===== src/rtl/pipeline_pkg.sv =====
// Shared types and constants for the instruction-fetch pipeline slice.
package pipeline_pkg;

    localparam int unsigned DEF_WIDTH   = 16;
    localparam int unsigned DEF_PCWIDTH = 16;

    localparam logic [15:0] RESETPC_DEFAULT = 16'h0000;
    localparam logic [15:0] NOP_INSTR       = 16'h0000;

    typedef enum logic [1:0] {
        FETCH = 2'd0,
        WAIT  = 2'd1,
        HOLD  = 2'd2
    } fetch_state_t;

    // Plain-vector aliases of the fetch states for legacy state registers
    localparam logic [1:0] ST_FETCH = FETCH;
    localparam logic [1:0] ST_WAIT  = WAIT;
    localparam logic [1:0] ST_HOLD  = HOLD;

endpackage


===== src/rtl/fetch_stage_if.sv =====
// Request/response bus between the fetch stage and the instruction memory.
interface fetch_stage_if
    import pipeline_pkg::*;
#(
    parameter int unsigned WIDTH   = DEF_WIDTH,
    parameter int unsigned PCWIDTH = DEF_PCWIDTH
) ();

    logic               imemReq;
    logic [PCWIDTH-1:0] imemAddr;
    logic               imemReady;
    logic               imemValid;
    logic [WIDTH-1:0]   imemData;

    modport master (
        output imemReq,
        output imemAddr,
        input  imemReady,
        input  imemValid,
        input  imemData
    );

    modport slave (
        input  imemReq,
        input  imemAddr,
        output imemReady,
        output imemValid,
        output imemData
    );

endinterface


===== src/rtl/ifid_register.sv =====
// IF/ID pipeline register; priority flush > stall > load > bubble.
module ifid_register
    import pipeline_pkg::*;
#(
    parameter int unsigned WIDTH   = DEF_WIDTH,
    parameter int unsigned PCWIDTH = DEF_PCWIDTH
) (
    input  logic               clk,
    input  logic               rst_n,
    input  logic               load,
    input  logic               stall,
    input  logic               flush,
    input  logic [WIDTH-1:0]   instr_in,
    input  logic [PCWIDTH-1:0] pc_in,
    output logic [WIDTH-1:0]   instr,
    output logic [PCWIDTH-1:0] pc,
    output logic [PCWIDTH-1:0] pc_plus1,
    output logic               valid
);

    always_ff @(posedge clk or negedge rst_n) begin
        if (!rst_n) begin
            instr    <= WIDTH'(NOP_INSTR);
            pc       <= '0;
            pc_plus1 <= '0;
            valid    <= 1'b0;
        end else if (flush) begin
            instr    <= WIDTH'(NOP_INSTR);
            pc       <= '0;
            pc_plus1 <= '0;
            valid    <= 1'b0;
        end else if (!stall) begin
            if (load) begin
                instr    <= instr_in;
                pc       <= pc_in;
                pc_plus1 <= pc_in + PCWIDTH'(1);
                valid    <= 1'b1;
            end else begin
                instr    <= WIDTH'(NOP_INSTR);
                pc       <= '0;
                pc_plus1 <= '0;
                valid    <= 1'b0;
            end
        end
    end

endmodule


===== src/rtl/fetch_stage.sv =====
// Instruction fetch: PC, single-outstanding memory request FSM, branch squash
// and a one-entry hold buffer for responses that arrive while decode is stalled.
module fetch_stage
    import pipeline_pkg::*;
#(
    parameter int unsigned        WIDTH   = DEF_WIDTH,
    parameter int unsigned        PCWIDTH = DEF_PCWIDTH,
    parameter logic [PCWIDTH-1:0] RESETPC = PCWIDTH'(RESETPC_DEFAULT)
) (
    input  logic               clk,
    input  logic               reset,
    input  logic               stallF,
    input  logic               stallD,
    input  logic               branchTakenE,
    input  logic [PCWIDTH-1:0] branchTargetE,
    fetch_stage_if.master      imem,
    output logic [WIDTH-1:0]   instrD,
    output logic [PCWIDTH-1:0] pcD,
    output logic [PCWIDTH-1:0] pcPlus1D,
    output logic               validD
);

    logic [1:0]         state_q, state_d;
    logic [PCWIDTH-1:0] pc_q, pc_d;
    logic [PCWIDTH-1:0] req_pc_q, req_pc_d;
    logic               squash_q, squash_d;
    logic [WIDTH-1:0]   hold_q, hold_d;

    logic               req_c;
    logic               ifid_load_c;
    logic [WIDTH-1:0]   ifid_instr_c;
    logic [PCWIDTH-1:0] req_pc_plus1_c;

    // Request is held low while in reset so the bus is quiet immediately.
    assign req_c          = reset && (state_q == ST_FETCH) && !stallF && !branchTakenE;
    assign req_pc_plus1_c = req_pc_q + PCWIDTH'(1);

    assign imem.imemReq  = req_c;
    assign imem.imemAddr = pc_q;

    always_ff @(posedge clk or negedge reset) begin
        if (!reset) begin
            state_q  <= ST_FETCH;
            pc_q     <= RESETPC;
            req_pc_q <= '0;
            squash_q <= 1'b0;
            hold_q   <= '0;
        end else begin
            state_q  <= state_d;
            pc_q     <= pc_d;
            req_pc_q <= req_pc_d;
            squash_q <= squash_d;
            hold_q   <= hold_d;
        end
    end

    always_comb begin
        state_d      = state_q;
        pc_d         = pc_q;
        req_pc_d     = req_pc_q;
        squash_d     = squash_q;
        hold_d       = hold_q;
        ifid_load_c  = 1'b0;
        ifid_instr_c = imem.imemData;

        case (state_q)
            ST_FETCH: begin
                if (branchTakenE) begin
                    pc_d = branchTargetE;
                end else if (req_c && imem.imemReady) begin
                    state_d  = ST_WAIT;
                    req_pc_d = pc_q;
                end
            end

            ST_WAIT: begin
                // A redirect with no response yet must swallow the later response.
                if (branchTakenE) begin
                    pc_d = branchTargetE;
                    if (imem.imemValid) begin
                        state_d  = ST_FETCH;
                        squash_d = 1'b0;
                    end else begin
                        squash_d = 1'b1;
                    end
                end else if (imem.imemValid) begin
                    if (squash_q) begin
                        squash_d = 1'b0;
                        state_d  = ST_FETCH;
                    end else begin
                        pc_d = req_pc_plus1_c;
                        if (stallD) begin
                            hold_d  = imem.imemData;
                            state_d = ST_HOLD;
                        end else begin
                            ifid_load_c = 1'b1;
                            state_d     = ST_FETCH;
                        end
                    end
                end
            end

            ST_HOLD: begin
                if (branchTakenE) begin
                    pc_d    = branchTargetE;
                    state_d = ST_FETCH;
                end else if (!stallD) begin
                    ifid_load_c  = 1'b1;
                    ifid_instr_c = hold_q;
                    state_d      = ST_FETCH;
                end
            end

            default: begin
                state_d = ST_FETCH;
            end
        endcase
    end

    ifid_register #(
        .WIDTH   (WIDTH),
        .PCWIDTH (PCWIDTH)
    ) u_ifid (
        .clk      (clk),
        .rst_n    (reset),
        .load     (ifid_load_c),
        .stall    (stallD),
        .flush    (branchTakenE),
        .instr_in (ifid_instr_c),
        .pc_in    (req_pc_q),
        .instr    (instrD),
        .pc       (pcD),
        .pc_plus1 (pcPlus1D),
        .valid    (validD)
    );

endmodule

===== src/flat_wrapper.sv =====
// flat-port wrapper written by rule: the top's interface ports become plain ports
module fetch_stage_flat import pipeline_pkg::*;
#(
    parameter int unsigned        WIDTH   = DEF_WIDTH,
    parameter int unsigned        PCWIDTH = DEF_PCWIDTH,
    parameter logic [PCWIDTH-1:0] RESETPC = PCWIDTH'(RESETPC_DEFAULT)
)
  (clk, reset, stallF, stallD, branchTakenE, branchTargetE, instrD, pcD, pcPlus1D, validD, imem_imemReq, imem_imemAddr, imem_imemReady, imem_imemValid, imem_imemData);
  fetch_stage_if #(.WIDTH(WIDTH), .PCWIDTH(PCWIDTH)) imem_i ();
  input  logic clk;
  input  logic reset;
  input  logic stallF;
  input  logic stallD;
  input  logic branchTakenE;
  input  logic [PCWIDTH-1:0] branchTargetE;
  output logic [WIDTH-1:0] instrD;
  output logic [PCWIDTH-1:0] pcD;
  output logic [PCWIDTH-1:0] pcPlus1D;
  output logic validD;
  output wire logic [$bits(imem_i.imemReq)-1:0] imem_imemReq;
  output wire logic [$bits(imem_i.imemAddr)-1:0] imem_imemAddr;
  input wire logic [$bits(imem_i.imemReady)-1:0] imem_imemReady;
  input wire logic [$bits(imem_i.imemValid)-1:0] imem_imemValid;
  input wire logic [$bits(imem_i.imemData)-1:0] imem_imemData;
  assign imem_imemReq = imem_i.imemReq;
  assign imem_imemAddr = imem_i.imemAddr;
  assign imem_i.imemReady = imem_imemReady;
  assign imem_i.imemValid = imem_imemValid;
  assign imem_i.imemData = imem_imemData;
  fetch_stage #(.WIDTH(WIDTH), .PCWIDTH(PCWIDTH), .RESETPC(RESETPC)) u_core (.clk(clk), .reset(reset), .stallF(stallF), .stallD(stallD), .branchTakenE(branchTakenE), .branchTargetE(branchTargetE), .imem(imem_i), .instrD(instrD), .pcD(pcD), .pcPlus1D(pcPlus1D), .validD(validD));
endmodule

===== config.mk =====
export PLATFORM = sky130hd
export DESIGN_NAME = fetch_stage_flat
export DESIGN_NICKNAME = d
export VERILOG_FILES = /design/src/rtl/pipeline_pkg.sv /design/src/rtl/fetch_stage_if.sv /design/src/rtl/ifid_register.sv /design/src/rtl/fetch_stage.sv /design/src/flat_wrapper.sv
export SDC_FILE = /design/constraint.sdc
export NUM_CORES = 1
export LEC_CHECK = 0
export CORE_MARGIN = 2
export CORE_UTILIZATION = 47
export DETAILED_ROUTE_END_ITERATION = 10
export PLACE_DENSITY = 0.85
export SLEW_MARGIN = 20
export SYNTH_ARGS = -nofsm -noshare
export SYNTH_HDL_FRONTEND = slang
export SYNTH_SLANG_ARGS = --single-unit

===== constraint.sdc =====
create_clock -name clk -period 2.61 [get_ports clk]
set_input_delay 0.522 -clock clk [delete_from_list [all_inputs] [get_ports clk]]
set_output_delay 0.522 -clock clk [all_outputs]
set_load 0.05 [all_outputs]

==> results.py <==
metrics = {
    "layout": {
        "area_growth_pct": 31.8,
        "nets": 543,
        "drive_gt1_share_pct": 14.9,
        "antenna_cells": 0,
        "n_fill_cell": 752,
        "fin_area_mm2": 0.00592,
    },
    "synth": {
        "synth_seq_cells": 100,
        "synth_cells": 396,
        "yosys.area.top_type_share_pct": 55.7,
        "synthFlopType": "dfrtp_1",
        "yosys_warnings": 0,
        "synthTopCellsByArea": "dfrtp_1, mux2_2, mux2i_1",
        "synth_edf_count": 0,
        "syn_area_per_cell_um2": 11.3,
        "synth_cell_types": 47,
        "ys_seq_area_share_pct": 55.7,
        "yosysTopAreaCell": "dfrtp_1",
        "synth_most_common_cell": "dfrtp_1",
        "synth_area_mm2": 0.00449,
        "async_flop_share_pct": 100,
        "ys_top_cells_by_count": "dfrtp_1, nand2_1, o21ai_0",
        "synth_nets": 440,
    },
    "floorplanning": {
        "die-area_mm2": 0.0103,
        "rows": 35,
        "start_util_pct": 48.6,
        "die-height_um": 102,
        "fp.coreArea_mm2": 0.00924,
        "die_w_um": 102,
        "ios": 105,
    },
    "setup_path": {
        "reg2reg_depth": 7,
        "worstPathArrival_ns": 1.61,
        "required_ns": 2.09,
        "endpoint_kind": "primary output",
        "slowest_stage": "dfrtp_1",
        "cp-start-kind": "register",
        "crit_path_max_fanout": 6,
        "cpPeakStageDelay_ns": 0.45,
        "cp_num_buf_inv": 2,
        "critical-path-top-delay-family": "flip-flops",
        "worstSetupPathType": "register to primary output",
        "cp_cell_sequence": "inv_1 -> ha_1 -> and4bb_2 -> buf_12",
        "cp.depth": 4,
    },
    "grt": {
        "grt_pass1_wl_um": 18300,
        "gr-total-overflow": 0,
        "antenna_found_initial": 1,
        "grtUsageTotal_pct": 22.7,
        "grt_max_degree": 101,
        "first_global_vias": 3690,
    },
    "clock_network": {
        "post_cts_buffers": 0,
        "htreeDepth": 3,
        "ctsResizeCount": 0,
        "clockRootBuffer": "clkbuf_8",
        "cts-hold-fix-buffers": 0,
        "clockBufferDepth": 2,
        "path_clk_slew_ns": 0.10,
        "cts_buffers": 9,
        "clkSinkCount": 100,
        "cts_tree": "done",
        "clock_latency_ns": 0.37,
    },
    "timing": {
        "worst_pin_slew_ns": 0.595,
        "worst_slack_ns": 0.473,
        "grt_setup_unrepaired": "no",
        "period_share_pct": 81.9,
        "fin_setup_tns_ns": 0,
        "min_period_ns": 2.14,
        "relSlewSlack_pct": 60.0,
        "maxSlewViolCount": 0,
        "finalHoldViolCount": 0,
        "skew_ns": 0.0146,
        "fmax_mhz": 468,
        "finalSetupViolCount": 0,
    },
    "routing": {
        "avgViaCountPerCell": 5.56,
        "finalWirelength_um": 11200,
        "num_vias": 3521,
        "ant_nets": 0,
        "first_pass_iters": 4,
        "drc": 0,
        "drt_iter0_markers": 207,
        "wl_per_cell_um": 17.7,
    },
    "pwr": {
        "p_sw_share_pct": 41.2,
        "p_per_area_mw_per_mm2": 983,
        "p_int_w": 0.00342,
        "p_comb_share_pct": 40.7,
        "p_seq_share_pct": 41.9,
        "leakage_nw": 2.52,
        "irDropWorstVdd_uv": 650,
        "switching_power_w": 0.00240,
        "finalPower_w": 0.00581,
        "p_clk_share_pct": 17.4,
    },
    "place": {
        "hpwl_um": 7950,
        "place_congestion": 0.871,
        "place_area_mm2": 0.00571,
        "dp_slack_ns": 0.191,
        "port_buffers": 104,
    },
    "status": {
        "status": "completed",
    },
    "hold_path": {
        "hold_path_class": "input pin to async pin",
    },
    "flow_run": {
        "drv_cap": 0,
    },
}
==> worst paths after layout <==
check,startpoint,endpoint,slack [ns]
min reg2reg,u_core.u_ifid.instr[5],u_core.u_ifid.instr[5],0.49
max,u_core.state_q[0],imem_imemReq,0.47
max reg2reg,u_core.state_q[0],u_core.imem.imemAddr[14],0.48
max in group asynchronous,reset,u_core.imem.imemAddr[8],1.96
min,reset,u_core.u_ifid.instr[10],0.25
min in group clk,u_core.u_ifid.instr[5],u_core.u_ifid.instr[5],0.49
==> through the flow <==
| stage | util [%] | hold WS [ns] | cells |
|---|---|---|---|
| 2_1_floorplan | - | 0.226 | 396 |
| 3_3_place_gp | 61.8 | 0.460 | 617 |
| 3_5_place_dp | 61.8 | 0.472 | 617 |
| 4_1_cts | 64.0 | 0.285 | 633 |
| 5_1_grt | 64.0 | 0.300 | 633 |
| 6_report | 64.0 | 0.247 | 633 |
==> state kept, by name, summed over array words and instances (netlist names) <==
register / flops
u_core.u_ifid.pc: 16
u_core.u_ifid.pc_plus1: 16
u_core.hold_q: 16
u_core.u_ifid.valid: 1
u_core.u_ifid.instr: 16
u_core.squash_q: 1
u_core.imem.imemAddr: 16
u_core.state_q: 2
u_core.req_pc_q: 16
==> power by group through the flow <==
stage                     registers (W)  logic (W)  clock network [W]
after floorplan                 0.00288    0.00109                  0
after global placement          0.00242    0.00230                  0
after detailed placement        0.00245    0.00237                  0
after CTS                       0.00242    0.00238            0.00102
after global routing            0.00249    0.00254            0.00109
final                           0.00244    0.00236            0.00101
==> worst reg2reg max path, delay by kind of cell (launching register included) <==
kind,cells,cell delay [ns]
simple gates,3,0.81
fa+ha+maj,1,0.26
mux,1,0.13
buf+inv,2,0.37
flops,1,0.44
==> placed cells by master (no fill, tap or decap), types with 3 or more instances in the layout <==
cell type,n
o211ai_1,5
o31ai_1,3
clkdlybuf4s50_1,102
mux2i_1,23
nand3_1,13
nand2_1,55
or4_1,3
ha_1,5
nor2_1,10
nand4_1,8
a21oi_1,5
inv_1,6
a22o_1,17
xnor2_1,7
nor4_1,3
and2_1,3
clkbuf_8,10
buf_4,14
xor2_1,3
dfrtp_1,100
mux2_2,34
o21ai_0,35
nor3_1,4
==> metal layers <==
| layer | routed length [um] | GRT usage [%] |
|---|---|---|
| met4 | 237 | 9.36 |
| met5 | 0 | 0 |
| met1 | 4870 | 30.8 |
| met2 | 5520 | 37.1 |
| met3 | 560 | 2.62 |
==> kinds of logic (layout without fill, tap and decap cells) <==
family                   after synthesis  count (layout)  synth area share, %
AO/OA/AOI/OAI                         74              74                 10.9
adder cells (fa/ha/maj)                5               5                 1.39
AND/OR/NAND/NOR                      118             118                 13.4
flip-flops                           100             100                 55.7
XOR/XNOR                              10              10                 1.95
multiplexers                          57              57                 13.7
buffers and inverters                 32             140                 2.95
==> final cells by class <==
class                   instances  area (um2)  area share (%)
flip-flops and latches        100        2500            42.3
clock buffers                  11         141            2.39
clock inverters                 5        60.1            1.02
multi-input cells             264        1860            31.5
repair buffers                118        1170            19.7
well taps                     129         161            2.73
inverters                       6        22.5           0.381
(Power assumes the default switching activity.)
